**src/rtl/wb_burst_reader_if.sv**
```systemverilog
// ----------------------------------------------------------------------------
// wshb_if : 32-bit Wishbone bus bundle shared by masters and slaves.
//
// Ports
//    clk     system clock
//    rst     synchronous active-high reset
// Signals
//    adr     byte address (master -> slave)
//    dat_ms  write data    (master -> slave)
//    dat_sm  read data     (slave -> master)
//    we      write enable
//    sel     byte lane selects
//    stb     strobe
//    cyc     bus cycle in progress
//    cti     cycle type identifier (000 classic, 010 incrementing, 111 end)
//    bte     burst type extension
//    ack     normal termination
//    err     error termination
//    rty     retry termination
// ----------------------------------------------------------------------------
interface wshb_if (
   input logic clk,
   input logic rst
);
   logic [31:0] adr;
   logic [31:0] dat_ms;
   logic [31:0] dat_sm;
   logic        we;
   logic [3:0]  sel;
   logic        stb;
   logic        cyc;
   logic [2:0]  cti;
   logic [1:0]  bte;
   logic        ack;
   logic        err;
   logic        rty;

   modport master (
      input  clk, rst, dat_sm, ack, err, rty,
      output adr, dat_ms, we, sel, stb, cyc, cti, bte
   );

   modport slave (
      input  clk, rst, adr, dat_ms, we, sel, stb, cyc, cti, bte,
      output dat_sm, ack, err, rty
   );
endinterface

```
**src/rtl/wb_burst_reader.sv**
```systemverilog
// ----------------------------------------------------------------------------
// wb_burst_reader : Wishbone master that reads a block of 32-bit words using
// incrementing bursts and queues them in a first-word-fall-through FIFO for a
// streaming consumer.
//
// Build option
//    WB_READER_ERR_EN  when defined, a slave err during a burst aborts the
//                      transfer and sets err_flag; otherwise err is treated
//                      like a missing ack and err_flag stays 0.
//
// Parameters
//    BURST_LEN   maximum beats per Wishbone burst (>= 1)
//    FIFO_DEPTH  read FIFO depth in words, power of two, >= BURST_LEN
//
// Ports
//    wb_m        Wishbone master port (carries clk and synchronous rst)
//    start       one-cycle transfer request, honoured only when idle
//    base_adr    byte address of the first word (bits [1:0] ignored)
//    word_count  number of words to read (0 = immediate done)
//    busy        high from accepted start until the done cycle ends
//    done        one-cycle pulse at end of transfer
//    err_flag    sticky bus error, cleared by the next accepted start
//    rd_en       consumer pop request
//    rd_data     FIFO head word, valid whenever rd_valid is high
//    rd_valid    FIFO not empty
// ----------------------------------------------------------------------------
module wb_burst_reader #(
   parameter int BURST_LEN  = 8,
   parameter int FIFO_DEPTH = 16
) (
   wshb_if.master        wb_m,
   input  logic          start,
   input  logic [31:0]   base_adr,
   input  logic [15:0]   word_count,
   output logic          busy,
   output logic          done,
   output logic          err_flag,
   input  logic          rd_en,
   output logic [31:0]   rd_data,
   output logic          rd_valid
);

   localparam int PTR_W  = (FIFO_DEPTH > 1) ? $clog2(FIFO_DEPTH) : 1;
   localparam int CNT_W  = $clog2(FIFO_DEPTH + 1);
   localparam int BLEN_W = $clog2(BURST_LEN + 1);

   localparam logic [1:0] ST_IDLE       = 2'd0;
   localparam logic [1:0] ST_WAIT_SPACE = 2'd1;
   localparam logic [1:0] ST_BURST      = 2'd2;
   localparam logic [1:0] ST_DONE       = 2'd3;

   localparam logic [2:0] CTI_CLASSIC = 3'b000;
   localparam logic [2:0] CTI_INCR    = 3'b010;
   localparam logic [2:0] CTI_END     = 3'b111;

   // ------------------------------------------------------------------
   // Transfer control state
   // ------------------------------------------------------------------
   logic [1:0]        state_reg;
   logic [31:0]       adr_reg;
   logic [15:0]       rem_reg;
   logic [BLEN_W-1:0] blen_reg;
   logic [BLEN_W-1:0] beat_reg;
   logic              cyc_reg;
   logic [2:0]        cti_reg;
   logic              err_reg;

   // ------------------------------------------------------------------
   // FIFO state
   // ------------------------------------------------------------------
   logic [31:0]       fifo_mem [FIFO_DEPTH];
   logic [PTR_W-1:0]  wr_ptr_reg;
   logic [PTR_W-1:0]  rd_ptr_reg;
   logic [PTR_W-1:0]  rd_ptr_next;
   logic [CNT_W-1:0]  count_reg;
   logic [31:0]       rd_data_reg;

   logic              push;
   logic              pop;
   logic              beat_ack;
   logic              bus_err;
   logic [BLEN_W-1:0] blen_calc;
   logic              space_ok;
   logic              last_beat;
   logic [2:0]        cti_after_ack;
   logic [3:0]        sel_vec;

   // ------------------------------------------------------------------
   // Static bus outputs: read-only master, all byte lanes, linear bursts
   // ------------------------------------------------------------------
   genvar gi;
   generate
      for (gi = 0; gi < 4; gi++) begin : g_sel
         assign sel_vec[gi] = 1'b1;
      end
   endgenerate

   assign wb_m.we     = 1'b0;
   assign wb_m.sel    = sel_vec;
   assign wb_m.dat_ms = 32'h0000_0000;
   assign wb_m.bte    = 2'b00;
   assign wb_m.adr    = adr_reg;
   assign wb_m.cyc    = cyc_reg;
   // stb and cyc always move together: the master never idles inside a burst.
   assign wb_m.stb    = cyc_reg;
   assign wb_m.cti    = cti_reg;

   // ------------------------------------------------------------------
   // Beat termination decode. rty (and err in the default build) simply
   // leave the beat pending so it is presented again.
   // ------------------------------------------------------------------
`ifdef WB_READER_ERR_EN
   assign bus_err  = cyc_reg & wb_m.err;
`else
   assign bus_err  = 1'b0;
`endif
   assign beat_ack = cyc_reg & wb_m.ack & ~wb_m.rty & ~wb_m.err;

   // Length of the next burst and whether the FIFO can absorb all of it.
   // Reserving the whole burst up front is what makes overflow impossible.
   assign blen_calc = (rem_reg < 16'(BURST_LEN)) ? BLEN_W'(rem_reg) : BLEN_W'(BURST_LEN);
   assign space_ok  = (32'(count_reg) + 32'(blen_calc)) <= 32'(FIFO_DEPTH);

   // beat_reg counts beats already acked in the current burst.
   assign last_beat     = (beat_reg + BLEN_W'(1)) == blen_reg;
   assign cti_after_ack = ((beat_reg + BLEN_W'(2)) == blen_reg) ? CTI_END : CTI_INCR;

   // ------------------------------------------------------------------
   // Transfer FSM
   // ------------------------------------------------------------------
   always_ff @(posedge wb_m.clk) begin
      if (wb_m.rst) begin
         state_reg <= ST_IDLE;
         adr_reg   <= 32'h0000_0000;
         rem_reg   <= 16'h0000;
         blen_reg  <= '0;
         beat_reg  <= '0;
         cyc_reg   <= 1'b0;
         cti_reg   <= CTI_CLASSIC;
         err_reg   <= 1'b0;
      end else begin
         case (state_reg)
            ST_IDLE: begin
               if (start) begin
                  adr_reg   <= {base_adr[31:2], 2'b00};
                  rem_reg   <= word_count;
                  err_reg   <= 1'b0;
                  state_reg <= (word_count == 16'h0000) ? ST_DONE : ST_WAIT_SPACE;
               end
            end

            ST_WAIT_SPACE: begin
               if (space_ok) begin
                  cyc_reg   <= 1'b1;
                  blen_reg  <= blen_calc;
                  beat_reg  <= '0;
                  cti_reg   <= (blen_calc == BLEN_W'(1)) ? CTI_CLASSIC : CTI_INCR;
                  state_reg <= ST_BURST;
               end
            end

            ST_BURST: begin
               if (bus_err) begin
                  // Remaining words are abandoned; the current beat is not stored.
                  cyc_reg   <= 1'b0;
                  cti_reg   <= CTI_CLASSIC;
                  err_reg   <= 1'b1;
                  state_reg <= ST_DONE;
               end else if (beat_ack) begin
                  adr_reg  <= adr_reg + 32'd4;
                  rem_reg  <= rem_reg - 16'd1;
                  beat_reg <= beat_reg + BLEN_W'(1);
                  if (last_beat) begin
                     cyc_reg   <= 1'b0;
                     cti_reg   <= CTI_CLASSIC;
                     state_reg <= (rem_reg == 16'd1) ? ST_DONE : ST_WAIT_SPACE;
                  end else begin
                     cti_reg <= cti_after_ack;
                  end
               end
            end

            default: begin
               state_reg <= ST_IDLE;
            end
         endcase
      end
   end

   assign busy     = (state_reg != ST_IDLE);
   assign done     = (state_reg == ST_DONE);
   assign err_flag = err_reg;

   // ------------------------------------------------------------------
   // Read FIFO (first-word-fall-through)
   // ------------------------------------------------------------------
   assign push     = (state_reg == ST_BURST) & beat_ack;
   assign rd_valid = (count_reg != '0);
   assign pop      = rd_en & rd_valid;

   always_comb begin
      rd_ptr_next = rd_ptr_reg;
      if (pop) begin
         rd_ptr_next = rd_ptr_reg + PTR_W'(1);
      end
   end

   always_ff @(posedge wb_m.clk) begin
      if (wb_m.rst) begin
         wr_ptr_reg <= '0;
         rd_ptr_reg <= '0;
         count_reg  <= '0;
      end else begin
         if (push) begin
            wr_ptr_reg <= wr_ptr_reg + PTR_W'(1);
         end
         rd_ptr_reg <= rd_ptr_next;
         case ({push, pop})
            2'b10:   count_reg <= count_reg + CNT_W'(1);
            2'b01:   count_reg <= count_reg - CNT_W'(1);
            default: count_reg <= count_reg;
         endcase
      end
   end

   // Storage with a registered read of the next head address. When the
   // word being written is the one that becomes the head (FIFO empty after
   // this cycle's pop), the incoming data bypasses the array so the head is
   // presented on the very next cycle.
   always_ff @(posedge wb_m.clk) begin
      if (push) begin
         fifo_mem[wr_ptr_reg] <= wb_m.dat_sm;
      end
      if (push && (wr_ptr_reg == rd_ptr_next)) begin
         rd_data_reg <= wb_m.dat_sm;
      end else begin
         rd_data_reg <= fifo_mem[rd_ptr_next];
      end
   end

   assign rd_data = rd_data_reg;

endmodule

```
**src/flat_wrapper.sv**
```systemverilog
// flat-port wrapper written by rule: the top's interface ports become plain ports
module wb_burst_reader_flat 
#(
   parameter int BURST_LEN  = 8,
   parameter int FIFO_DEPTH = 16
)
  (start, base_adr, word_count, busy, done, err_flag, rd_en, rd_data, rd_valid, clk, rst, wb_m_dat_sm, wb_m_ack, wb_m_err, wb_m_rty, wb_m_adr, wb_m_dat_ms, wb_m_we, wb_m_sel, wb_m_stb, wb_m_cyc, wb_m_cti, wb_m_bte);
  wshb_if wb_m_i (.clk(clk), .rst(rst));
  input  logic start;
  input  logic [31:0] base_adr;
  input  logic [15:0] word_count;
  output logic busy;
  output logic done;
  output logic err_flag;
  input  logic rd_en;
  output logic [31:0] rd_data;
  output logic rd_valid;
  input wire logic clk;
  input wire logic rst;
  input wire logic [$bits(wb_m_i.dat_sm)-1:0] wb_m_dat_sm;
  input wire logic [$bits(wb_m_i.ack)-1:0] wb_m_ack;
  input wire logic [$bits(wb_m_i.err)-1:0] wb_m_err;
  input wire logic [$bits(wb_m_i.rty)-1:0] wb_m_rty;
  output wire logic [$bits(wb_m_i.adr)-1:0] wb_m_adr;
  output wire logic [$bits(wb_m_i.dat_ms)-1:0] wb_m_dat_ms;
  output wire logic [$bits(wb_m_i.we)-1:0] wb_m_we;
  output wire logic [$bits(wb_m_i.sel)-1:0] wb_m_sel;
  output wire logic [$bits(wb_m_i.stb)-1:0] wb_m_stb;
  output wire logic [$bits(wb_m_i.cyc)-1:0] wb_m_cyc;
  output wire logic [$bits(wb_m_i.cti)-1:0] wb_m_cti;
  output wire logic [$bits(wb_m_i.bte)-1:0] wb_m_bte;
  assign wb_m_i.dat_sm = wb_m_dat_sm;
  assign wb_m_i.ack = wb_m_ack;
  assign wb_m_i.err = wb_m_err;
  assign wb_m_i.rty = wb_m_rty;
  assign wb_m_adr = wb_m_i.adr;
  assign wb_m_dat_ms = wb_m_i.dat_ms;
  assign wb_m_we = wb_m_i.we;
  assign wb_m_sel = wb_m_i.sel;
  assign wb_m_stb = wb_m_i.stb;
  assign wb_m_cyc = wb_m_i.cyc;
  assign wb_m_cti = wb_m_i.cti;
  assign wb_m_bte = wb_m_i.bte;
  wb_burst_reader #(.BURST_LEN(BURST_LEN), .FIFO_DEPTH(FIFO_DEPTH)) u_core (.wb_m(wb_m_i), .start(start), .base_adr(base_adr), .word_count(word_count), .busy(busy), .done(done), .err_flag(err_flag), .rd_en(rd_en), .rd_data(rd_data), .rd_valid(rd_valid));
endmodule
```
**config.mk**
```make
export PLATFORM = sky130hd
export DESIGN_NAME = wb_burst_reader_flat
export DESIGN_NICKNAME = d
export VERILOG_FILES = /design/src/rtl/wb_burst_reader_if.sv /design/src/rtl/wb_burst_reader.sv /design/src/flat_wrapper.sv
export SDC_FILE = /design/constraint.sdc
export NUM_CORES = 1
export LEC_CHECK = 0
export ABC_CLOCK_PERIOD_IN_PS = 4500
export BUFFER_PORTS_ARGS = -buffer_cell sky130_fd_sc_hd__buf_4
export CAP_MARGIN = 20
export CORE_MARGIN = 10
export CORE_UTILIZATION = 45
export CTS_CLUSTER_DIAMETER = 60
export DETAILED_ROUTE_END_ITERATION = 10
export PLACE_DENSITY = 0.72
export SLEW_MARGIN = 20
export SYNTH_ARGS = -nofsm -noshare
export SYNTH_HDL_FRONTEND = slang
export SYNTH_SLANG_ARGS = --single-unit
```
**constraint.sdc**
```tcl
create_clock -name clk -period 4.5 [get_ports clk]
set_clock_uncertainty 0.2 [all_clocks]
set_input_delay 1.125 -clock clk [delete_from_list [all_inputs] [get_ports clk]]
set_output_delay 1.125 -clock clk [all_outputs]
set_load 0.03 [all_outputs]
```
==> results of run 1 <==
## report_power, final
group          switching (mW)  total [mW]  internal (mW)
clock                    2.10        5.13           3.03
combinational            1.12        1.77          0.654
sequential              0.207        6.29           6.08
## worst max-delay path, stage by stage (launching register included)
cell and delay, ns:
dfxtp_4 0.57, buf_12 0.37, mux4_2 0.55, mux4_2 0.54
buf_4 0.20
## cells in the final DEF (no fill, tap or decap), drive strengths merged, types with 10 or more instances in the layout
master / count
o22ai: 10
conb: 42
mux4: 160
nor2b: 15
inv: 18
nand3: 22
o21ai: 39
clkbuf: 66
xnor2: 11
nor2: 70
nor3: 26
dfxtp: 76
a211oi: 22
bufinv: 10
buf: 186
edfxtp: 512
nand2: 68
clkinv: 34
ha: 23
a21oi: 52
## worst min-delay path by stage
stage                    startpoint   end  cells past startpoint
6_report       u_core.rd_ptr_reg[3]  flop                      1
5_1_grt        u_core.rd_ptr_reg[2]  flop                      1
4_1_cts        u_core.rd_ptr_reg[3]  flop                      1
3_5_place_dp   u_core.rd_ptr_reg[3]  flop                      1
3_3_place_gp   u_core.rd_ptr_reg[3]  flop                      1
2_1_floorplan  u_core.rd_ptr_reg[3]  flop                      1
## stage by stage
stage	util, %	cell area, um2	total power, mW	hold WS (ns)	cells
after floorplan	-	24400	7.61	0.226	1420
after global placement	49.3	26400	8.10	0.237	2186
after detailed placement	49.3	26400	8.16	0.264	2186
after CTS	53.2	28500	13.3	0.281	2299
after global routing	53.2	28500	13.7	0.312	2299
final	53.2	28500	13.2	0.269	2299
## cell type report
class | instances | area share [%]
Multi-Input combinational cell | 699 | 24.4
Clock buffer | 66 | 5.34
Timing Repair Buffer | 186 | 5.73
Tap cell | 696 | 3.05
Inverter | 17 | 0.224
Sequential cell | 588 | 59.3
Clock inverter | 47 | 1.93
## kinds of logic (layout without fill, tap and decap cells)
family	Yosys count	count (layout)
flops	588	588
simple gates	269	269
compound gates	172	172
mux	172	172
buf+inv	133	316
fa+ha+maj	25	25
xor+xnor	19	19
other cells	2	42
## per-layer routing
metal  global-route usage, %  share of wire [%]  vias up
met1                    22.3                 40     6799
li1                        -                  -     5807
met4                    4.79                2.1        6
met5                       0              0.082        -
met3                    4.12                7.9       84
met2                    28.3                 50      492
==> flow_summary.ini, run 1 <==
[route]
viasPerCell = 5.74
route.final.wire_length_mm = 55.1
dr_total_vias = 13200
routedWlPerCell_um = 24.0
drt_iter0_drc = 1133
route.antenna.remaining_nets = 0
post-route-drc-count = 0
detail_route.first_pass.iterations = 5

[cells_and_area]
multi_input_area_um2 = 6970
final_layout_size_suffix_gt1_share_pct = 29.5
largest_reg_flops = 512
antenna_cells_inserted = 0
ff_latch_area_um2 = 16900
area_delta_synth_final_pct = 17.6
finish.net_count = 1664
filler_cells_inserted = 4208

[run]
drv.max_cap_violation_count = 0

[floorplan]
fp.coreArea_um2 = 53600
die_ar_um2 = 63600
ios = 199
die_y_um = 252
placementRows = 85
initial_utilization_pct = 45.2
die_x_um = 252

[sta]
timing_worst_slew_pin_value_ns = 0.852
fin_ws_ns = 0.305
final_period_utilization_pct = 93.2
report.final.setup_viol = 0
final-max-slew-violation-count = 0
slew_headroom_pct = 43.2
finalCriticalPeriod_ns = 4.19
finalSetupTns_ns = 0
timing_limited_maximum_frequency_ghz = 0.238
rsz0062_at_grt = no
number_of_hold_violations_in_the_final_report = 0

[yosys]
yosys.area_share.simple_pct = 5.50
synth.mux.area_fraction_pct = 15.4
synth_flop_cell = edfxtp_1
yosys.area_share.adder_pct = 1.35
synth_area_leader_cell = edfxtp_1
ys_ff_latch = 588
dominant_combinational_cell_family_by_area_after_synthesis = multiplexers
synth_seq_area_share_pct = 69.7
netlist_top_cells_area = edfxtp_1 63%, mux4_2 15%, dfxtp_1 6.3%, buf_4 1.4%, ha_1 1.2%
yosys.area_share.xor_xnor_pct = 0.686
synth.cells.most_frequent = 512 x edfxtp_1, 160 x mux4_2, 76 x dfxtp_1
synth_edf_count = 512
syn-cell-area_um2 = 24300
synthesis.instances = 1380
synth_most_common_cell = edfxtp_1
synth.distinct_cells = 61
synthDominantCellAreaShare_pct = 63.4
asyncSetResetFlopFracSynth_pct = 0
synth_area_per_cell_um2 = 17.6
synth-compound-area-share_pct = 4.61
synth.yosys.warnings = 0

[global_routing]
grt_start_max_net_pins = 86
number_of_antenna_violations_at_the_first_check_in_global_routing = 3
global_route.usage.total_pct = 17.1
grt_pass1_wl_mm = 83.3
via_count_of_the_first_global_routing_pass = 13700
overflow = 0

[critical_path]
reg_to_reg_setup_timing_slack_ns = 0.53
crit_fanout = 44
regToRegStartpoint = u_core.rem_reg[6]
crit_required_ns = 3.17
setup.worst_path.end_class = primary output
reg2reg_to = u_core.beat_reg[3]
cp-endpoint = rd_data[12]
ff2ff_path_depth = 11
startpoint_type = flop
worstSetupPathType = reg2out
cp_data_arrival_time_ns = 2.87

[clocking]
cts_htree_levels = 2
cts_root_buffer = clkbuf_16
postCtsSetupRepairBufs = 0
ctsLongestPathBuffers = 3
tritoncts_num_sinks = 588
cts.clk_slew.worst_paths_ns = 0.06
cts_made_buffers = 60
tritoncts_clock_tree = yes
insertion_delay_ns = 0.62
hold_buffers = 0
post_cts_resize_count = 0

[placement]
post-dp-hpwl_mm = 30.4
detailedPlace.worstSlack_ns = 0.543
gp_routability_congestion = 0.860
number_of_i_o_port_buffers = 154

[power_and_ir_drop]
p_leak_nw = 9.19
power_per_cell_area_nw_per_um2 = 462
ir_drop_mv = 0.408

[min_path]
worst_min_delay_path_category = reg2reg

[outcome]
run_status = completed
Note: power is estimated with default switching activity, not from simulation.
==> run 2: changes to the inputs <==
Settings changed: ABC_AREA from default to 1.
==> run 2 against run 1 <==
Compared with the run above: cell area increased by 5.0%; utilization decreased by 0.43 points; highest routed layer unchanged; routed wire length increased by 11%; synthesized cell count increased by 62%; clock power decreased by 0.8%; register-to-register slack improved by 0.53 ns; largest power group unchanged; area after synthesis increased by 6.9%; setup slack improved by 0.28 ns; sequential cell count unchanged; clock-buffer cell count increased by 6; first-iteration DRC count increased by 45%; global-route usage increased by 0.36 points.
==> flow_summary.ini, run 2 <==
[outcome]
run_status = completed

[floorplan]
fp.coreArea_um2 = 56700
die_y_um = 260
placementRows = 87
ios = 199
die_x_um = 260
die_ar_um2 = 67600
initial_utilization_pct = 45.7

[power_and_ir_drop]
p_leak_nw = 10.9
power_per_cell_area_nw_per_um2 = 582
ir_drop_mv = 0.361
report.power.total_mw = 17.4

[route]
viasPerCell = 5.41
route.final.wire_length_mm = 61.1
drt_iter0_drc = 1647
route.antenna.remaining_nets = 0
detail_route.first_pass.iterations = 5
dr_total_vias = 17200
routedWlPerCell_um = 19.2
post-route-drc-count = 0

[sta]
number_of_hold_violations_in_the_final_report = 0
timing_worst_slew_pin_value_ns = 0.823
finalCriticalPeriod_ns = 3.91
report.final.setup_viol = 0
finalSetupTns_ns = 0
fin_ws_ns = 0.587
slew_headroom_pct = 45.1
final-max-slew-violation-count = 0
rsz0062_at_grt = no
timing_limited_maximum_frequency_ghz = 0.256
final_period_utilization_pct = 87.0

[cells_and_area]
finish.net_count = 2481
area_delta_synth_final_pct = 15.4
most-common-layout-cells = 512 x edfxtp_1, 248 x nand2_1, 219 x inv_1
final_layout_size_suffix_gt1_share_pct = 13.6
largest_reg_flops = 512
design_area_um2 = 29900
mostFrequentLayoutCell = edfxtp_1

[placement]
post-dp-hpwl_mm = 36.0
detailedPlace.worstSlack_ns = 0.709
post_placement_cell_area_um2 = 27900
number_of_i_o_port_buffers = 154
gp_routability_congestion = 0.899

[clocking]
postCtsSetupRepairBufs = 0
hold_buffers = 0
cts_root_buffer = clkbuf_16
tritoncts_num_sinks = 588
cts_made_buffers = 60
cts.clk_slew.worst_paths_ns = 0.06
tritoncts_clock_tree = yes
post_cts_resize_count = 0
ctsLongestPathBuffers = 3
cts_htree_levels = 2
insertion_delay_ns = 0.63

[global_routing]
number_of_antenna_violations_at_the_first_check_in_global_routing = 2
overflow = 0
grt_pass1_wl_mm = 93.6
via_count_of_the_first_global_routing_pass = 16900
global_route.usage.total_pct = 17.5
grt_start_max_net_pins = 129

[yosys]
synth.cells.most_frequent = 512 x edfxtp_1, 248 x nand2_1, 219 x inv_1
yosys.area_share.xor_xnor_pct = 0.574
synth_area_leader_cell = edfxtp_1
synth.mux.area_fraction_pct = 4.94
synthesis.instances = 2236
netlist_top_cells_area = edfxtp_1 59%, dfxtp_1 5.9%, mux2i_1 4.9%, o211ai_1 3.8%, a21oi_1 3.7%
synth_edf_count = 512
synth.distinct_cells = 46
synth_flop_cell = edfxtp_1
yosys.area_share.adder_pct = 1.26
asyncSetResetFlopFracSynth_pct = 0
yosys.area_share.simple_pct = 8.78
synth_seq_area_share_pct = 65.1
synth_most_common_cell = edfxtp_1
synth.yosys.warnings = 0
ys_ff_latch = 588
synthDominantCellAreaShare_pct = 59.3
synth-compound-area-share_pct = 12.2
dominant_combinational_cell_family_by_area_after_synthesis = compound AO/OA/AOI/OAI gates
syn-cell-area_um2 = 25900
synth_area_per_cell_um2 = 11.6

[critical_path]
top_cell_by_count_worst_path = o211ai_1
cp_data_arrival_time_ns = 2.59
crit_required_ns = 3.17
setup.worst_path.end_class = primary output
worstSetupPathType = reg2out
crit_fanout = 69
critical_path_buf_inv_count = 2
critical_path.cell_chain = buf_12 > mux2i_1 > o211ai_1 > o211ai_1 > nand2_1 > buf_4
max_stage_delay_ns = 0.65
cpLargestDelayFamily = flip-flops
slowest_stage = dfxtp_4
startpoint_type = flop

[run]
drv.max_cap_violation_count = 0

[min_path]
worst_min_delay_path_category = reg2reg
run 2: worst paths after layout:
| path | startpoint | to | slack, ns | cells past startpoint |
|---|---|---|---|---|
| max | flop | rd_data[4] | 0.59 | 6 |
| min | u_core.rd_ptr_reg[3] | flop | 0.25 | 1 |
| max reg2reg | u_core.rem_reg[11] | u_core.wb_m.cti[1] | 1.06 | 19 |
| min reg2reg | u_core.rd_ptr_reg[3] | flop | 0.25 | 1 |
run 2: area by class of cell:
class,count,area [um2]
repair buffers,197,1680
clock inverters,42,435
multi-input cells,1300,7480
clock buffers,72,1640
inverters,222,836
flip-flops and latches,588,16900
well taps,756,946
fillers,4741,26800
diodes,2,5.00
run 2: metrics by stage:
| stage | utilization (%) | hold slack [ns] | instances |
|---|---|---|---|
| after floorplan | - | 0.226 | 2276 |
| after global routing | 52.8 | 0.271 | 3177 |
| after CTS | 52.8 | 0.254 | 3177 |
| after global placement | 49.1 | 0.234 | 3063 |
| final | 52.8 | 0.252 | 3179 |
| after detailed placement | 49.1 | 0.243 | 3063 |
run 2: cell families after synthesis:
family	count (synthesis)
other	2
buffers and inverters	388
flip-flops	588
multiplexers	128
AO/OA/AOI/OAI	557
adder cells (fa/ha/maj)	25
XOR/XNOR	17
AND/OR/NAND/NOR	531
run 2: worst register-to-register path, stage by stage, from the launching register on:
cell     delay, ns
dfxtp_1       0.35
nor2_1        0.18
nand2_1       0.08
nor2_1        0.16
nand2_1       0.08
nor2_2        0.16
nand2_1       0.12
inv_1         0.07
ha_1          0.17
fa_1          0.41
or2_1         0.21
nor2_1        0.11
nand3_1       0.09
nand2_1       0.08
nand2_1       0.05
nand2_1       0.26
nand3_1       0.30
nand2_1       0.13
nand2_1       0.05
nor2_1        0.11
run 2: report_power, final:
group / leakage [nW] / switching, mW / internal [mW]
combinational: 4.69 / 3.68 / 2.03
clock: 1.00 / 2.08 / 3.01
sequential: 5.23 / 0.423 / 6.18
run 2: routing by layer:
metal	up-vias	share of wire [%]	global-route usage, %
met5	-	0.021	0
met4	2	2.2	5.46
met3	86	8.4	4.07
met2	643	48	29.1
met1	8313	41	22.4
li1	8169	-	-
==> run 3: changes to the inputs <==
Settings changed: ABC_CLOCK_PERIOD_IN_PS 4500 to 4300, GPL_TIMING_DRIVEN from default to 1, PLACE_DENSITY 0.72 to 0.7, SKIP_CTS_REPAIR_TIMING from default to 1.
Clock period 4.5 ns to 4.3 ns, I/O delays scaled along.
==> run 3 against run 2 <==
Compared with the run above: setup slack got worse by 0.19 ns; sequential cell count unchanged; sequential share of layout area increased by 0.18 points; critical path depth unchanged; register-to-register slack lost 0.20 ns; total power increased by 3.8%; clock-buffer cell count unchanged; largest cell class unchanged.
==> flow_summary.ini, run 3 (synthesized netlist as in run 2, its figures left out) <==
[outcome]
run_status = completed

[sta]
rsz0062_at_grt = no
hold_ws_ns = 0.256
final-max-slew-violation-count = 0
number_of_hold_violations_in_the_final_report = 0
finalCriticalPeriod_ns = 3.91
timing_worst_slew_pin_value_ns = 0.844
slew_headroom_pct = 43.7
final_period_utilization_pct = 90.8
finalSetupTns_ns = 0
fin_ws_ns = 0.395
report.final.setup_viol = 0
timing_limited_maximum_frequency_ghz = 0.256

[critical_path]
crit_required_ns = 3.02
worstSetupPathType = reg2out
reg_to_reg_setup_timing_slack_ns = 0.86
ff2ff_path_depth = 19
crit_fanout = 91
startpoint_type = flop
setup.worst_path.end_class = primary output
max_stage_delay_ns = 0.66
reg2reg_to = u_core.wb_m.cti[1]
cp_data_arrival_time_ns = 2.63
slowest_stage = dfxtp_4
critical_path.cell_chain = buf_12 > mux2i_1 > o21ai_1 > o211ai_1 > nand2_1 > buf_4
regToRegStartpoint = u_core.rem_reg[9]

[floorplan]
initial_utilization_pct = 45.7
fp.coreArea_um2 = 56700
die_x_um = 260
ios = 199
placementRows = 87
die_ar_um2 = 67600
die_y_um = 260

[route]
routedWlPerCell_um = 19.6
route.antenna.remaining_nets = 0
viasPerCell = 5.43
detail_route.first_pass.iterations = 6
route.final.wire_length_mm = 62.3
drt_iter0_drc = 1233
dr_total_vias = 17200
post-route-drc-count = 0

[min_path]
hp-start = u_core.rd_ptr_reg[3]
worst_min_delay_path_category = reg2reg
whs_path_depth = 1

[placement]
detailedPlace.worstSlack_ns = 0.621
post-dp-hpwl_mm = 36.7
number_of_i_o_port_buffers = 154
post_placement_cell_area_um2 = 27800
gp_routability_congestion = 0.863

[cells_and_area]
design_area_um2 = 29800
largest_reg_flops = 512
area_delta_synth_final_pct = 15.0
filler_cells_inserted = 4753
mostFrequentLayoutCell = edfxtp_1
finish.net_count = 2481
multi_input_area_um2 = 7480
ff_latch_area_um2 = 16900
most-common-layout-cells = 512 x edfxtp_1, 248 x nand2_1, 219 x inv_1
final_layout_size_suffix_gt1_share_pct = 13.7

[power_and_ir_drop]
cell_int_power_mw = 11.6
power_per_cell_area_nw_per_um2 = 606
p_sw_mw = 6.52
clockPowerShare_pct = 28.6
report.power.total_mw = 18.1
power_switching_share_pct = 36.1
p_leak_nw = 10.9
comb_power_share_pct = 33.2
power.sequential.fraction_pct = 38.1
ir_drop_mv = 0.473

[global_routing]
grt_pass1_wl_mm = 96.2
global_route.usage.total_pct = 18.0
via_count_of_the_first_global_routing_pass = 17300
grt_start_max_net_pins = 129
overflow = 0
number_of_antenna_violations_at_the_first_check_in_global_routing = 7

[clocking]
cts_made_buffers = 61
cts.clk_slew.worst_paths_ns = 0.06
insertion_delay_ns = 0.62
cts_root_buffer = clkbuf_16
cts_htree_levels = 2
tritoncts_num_sinks = 588
ctsLongestPathBuffers = 3
tritoncts_clock_tree = yes

[run]
drv.max_cap_violation_count = 0
==> run 3: power by group through the flow <==
| stage | combinational (mW) | sequential, mW | clock (mW) |
|---|---|---|---|
| 2_1_floorplan | 4.33 | 7.09 | 0 |
| 3_3_place_gp | 5.87 | 6.99 | 0 |
| 3_5_place_dp | 6.01 | 7.00 | 0 |
| 4_1_cts | 6.04 | 6.89 | 5.25 |
| 5_1_grt | 6.64 | 6.94 | 5.47 |
| 6_report | 6.01 | 6.89 | 5.17 |
==> run 3: per-layer routing <==
| layer | global-route usage [%] | vias to the layer above | part of all wire [%] |
|---|---|---|---|
| met2 | 30.1 | 598 | 48 |
| met1 | 22.6 | 8339 | 42 |
| met4 | 6.25 | 10 | 2.6 |
| met3 | 4.28 | 114 | 8.1 |
| met5 | 0 | - | 0.091 |
| li1 | - | 8170 | - |
==> run 3: worst max-delay path: cells and delay by family, from the launching register on <==
family / cells / cell delay [ns]
mux: 1 / 0.25
simple gates: 1 / 0.14
buf+inv: 2 / 0.60
flops: 1 / 0.66
compound gates: 2 / 0.28
==> run 3: through the flow <==
step                      std cells  utilization, %
after floorplan                2276               -
after global placement         3062            49.1
after detailed placement       3062            49.1
after CTS                      3174            52.6
after global routing           3175            52.6
final                          3176            52.6
==> run 3: layout make-up <==
class	instances	area share (%)
Sequential cell	588	56.7
Multi-Input combinational cell	1300	25.1
Timing Repair Buffer	196	5.60
Clock buffer	72	5.36
Tap cell	756	3.17
Inverter	222	2.80
Clock inverter	40	1.30
Antenna cell	2	0.0168
==> run 3: worst max-delay path by stage <==
stage                             endpoint  cells past startpoint
finish                         rd_data[19]                      6
global route                   rd_data[30]                      7
global placement       u_core.count_reg[4]                     14
floorplan           u_core.fifo_mem[11][0]                      7
CTS                             rd_data[6]                      7
detailed placement     u_core.count_reg[4]                     14
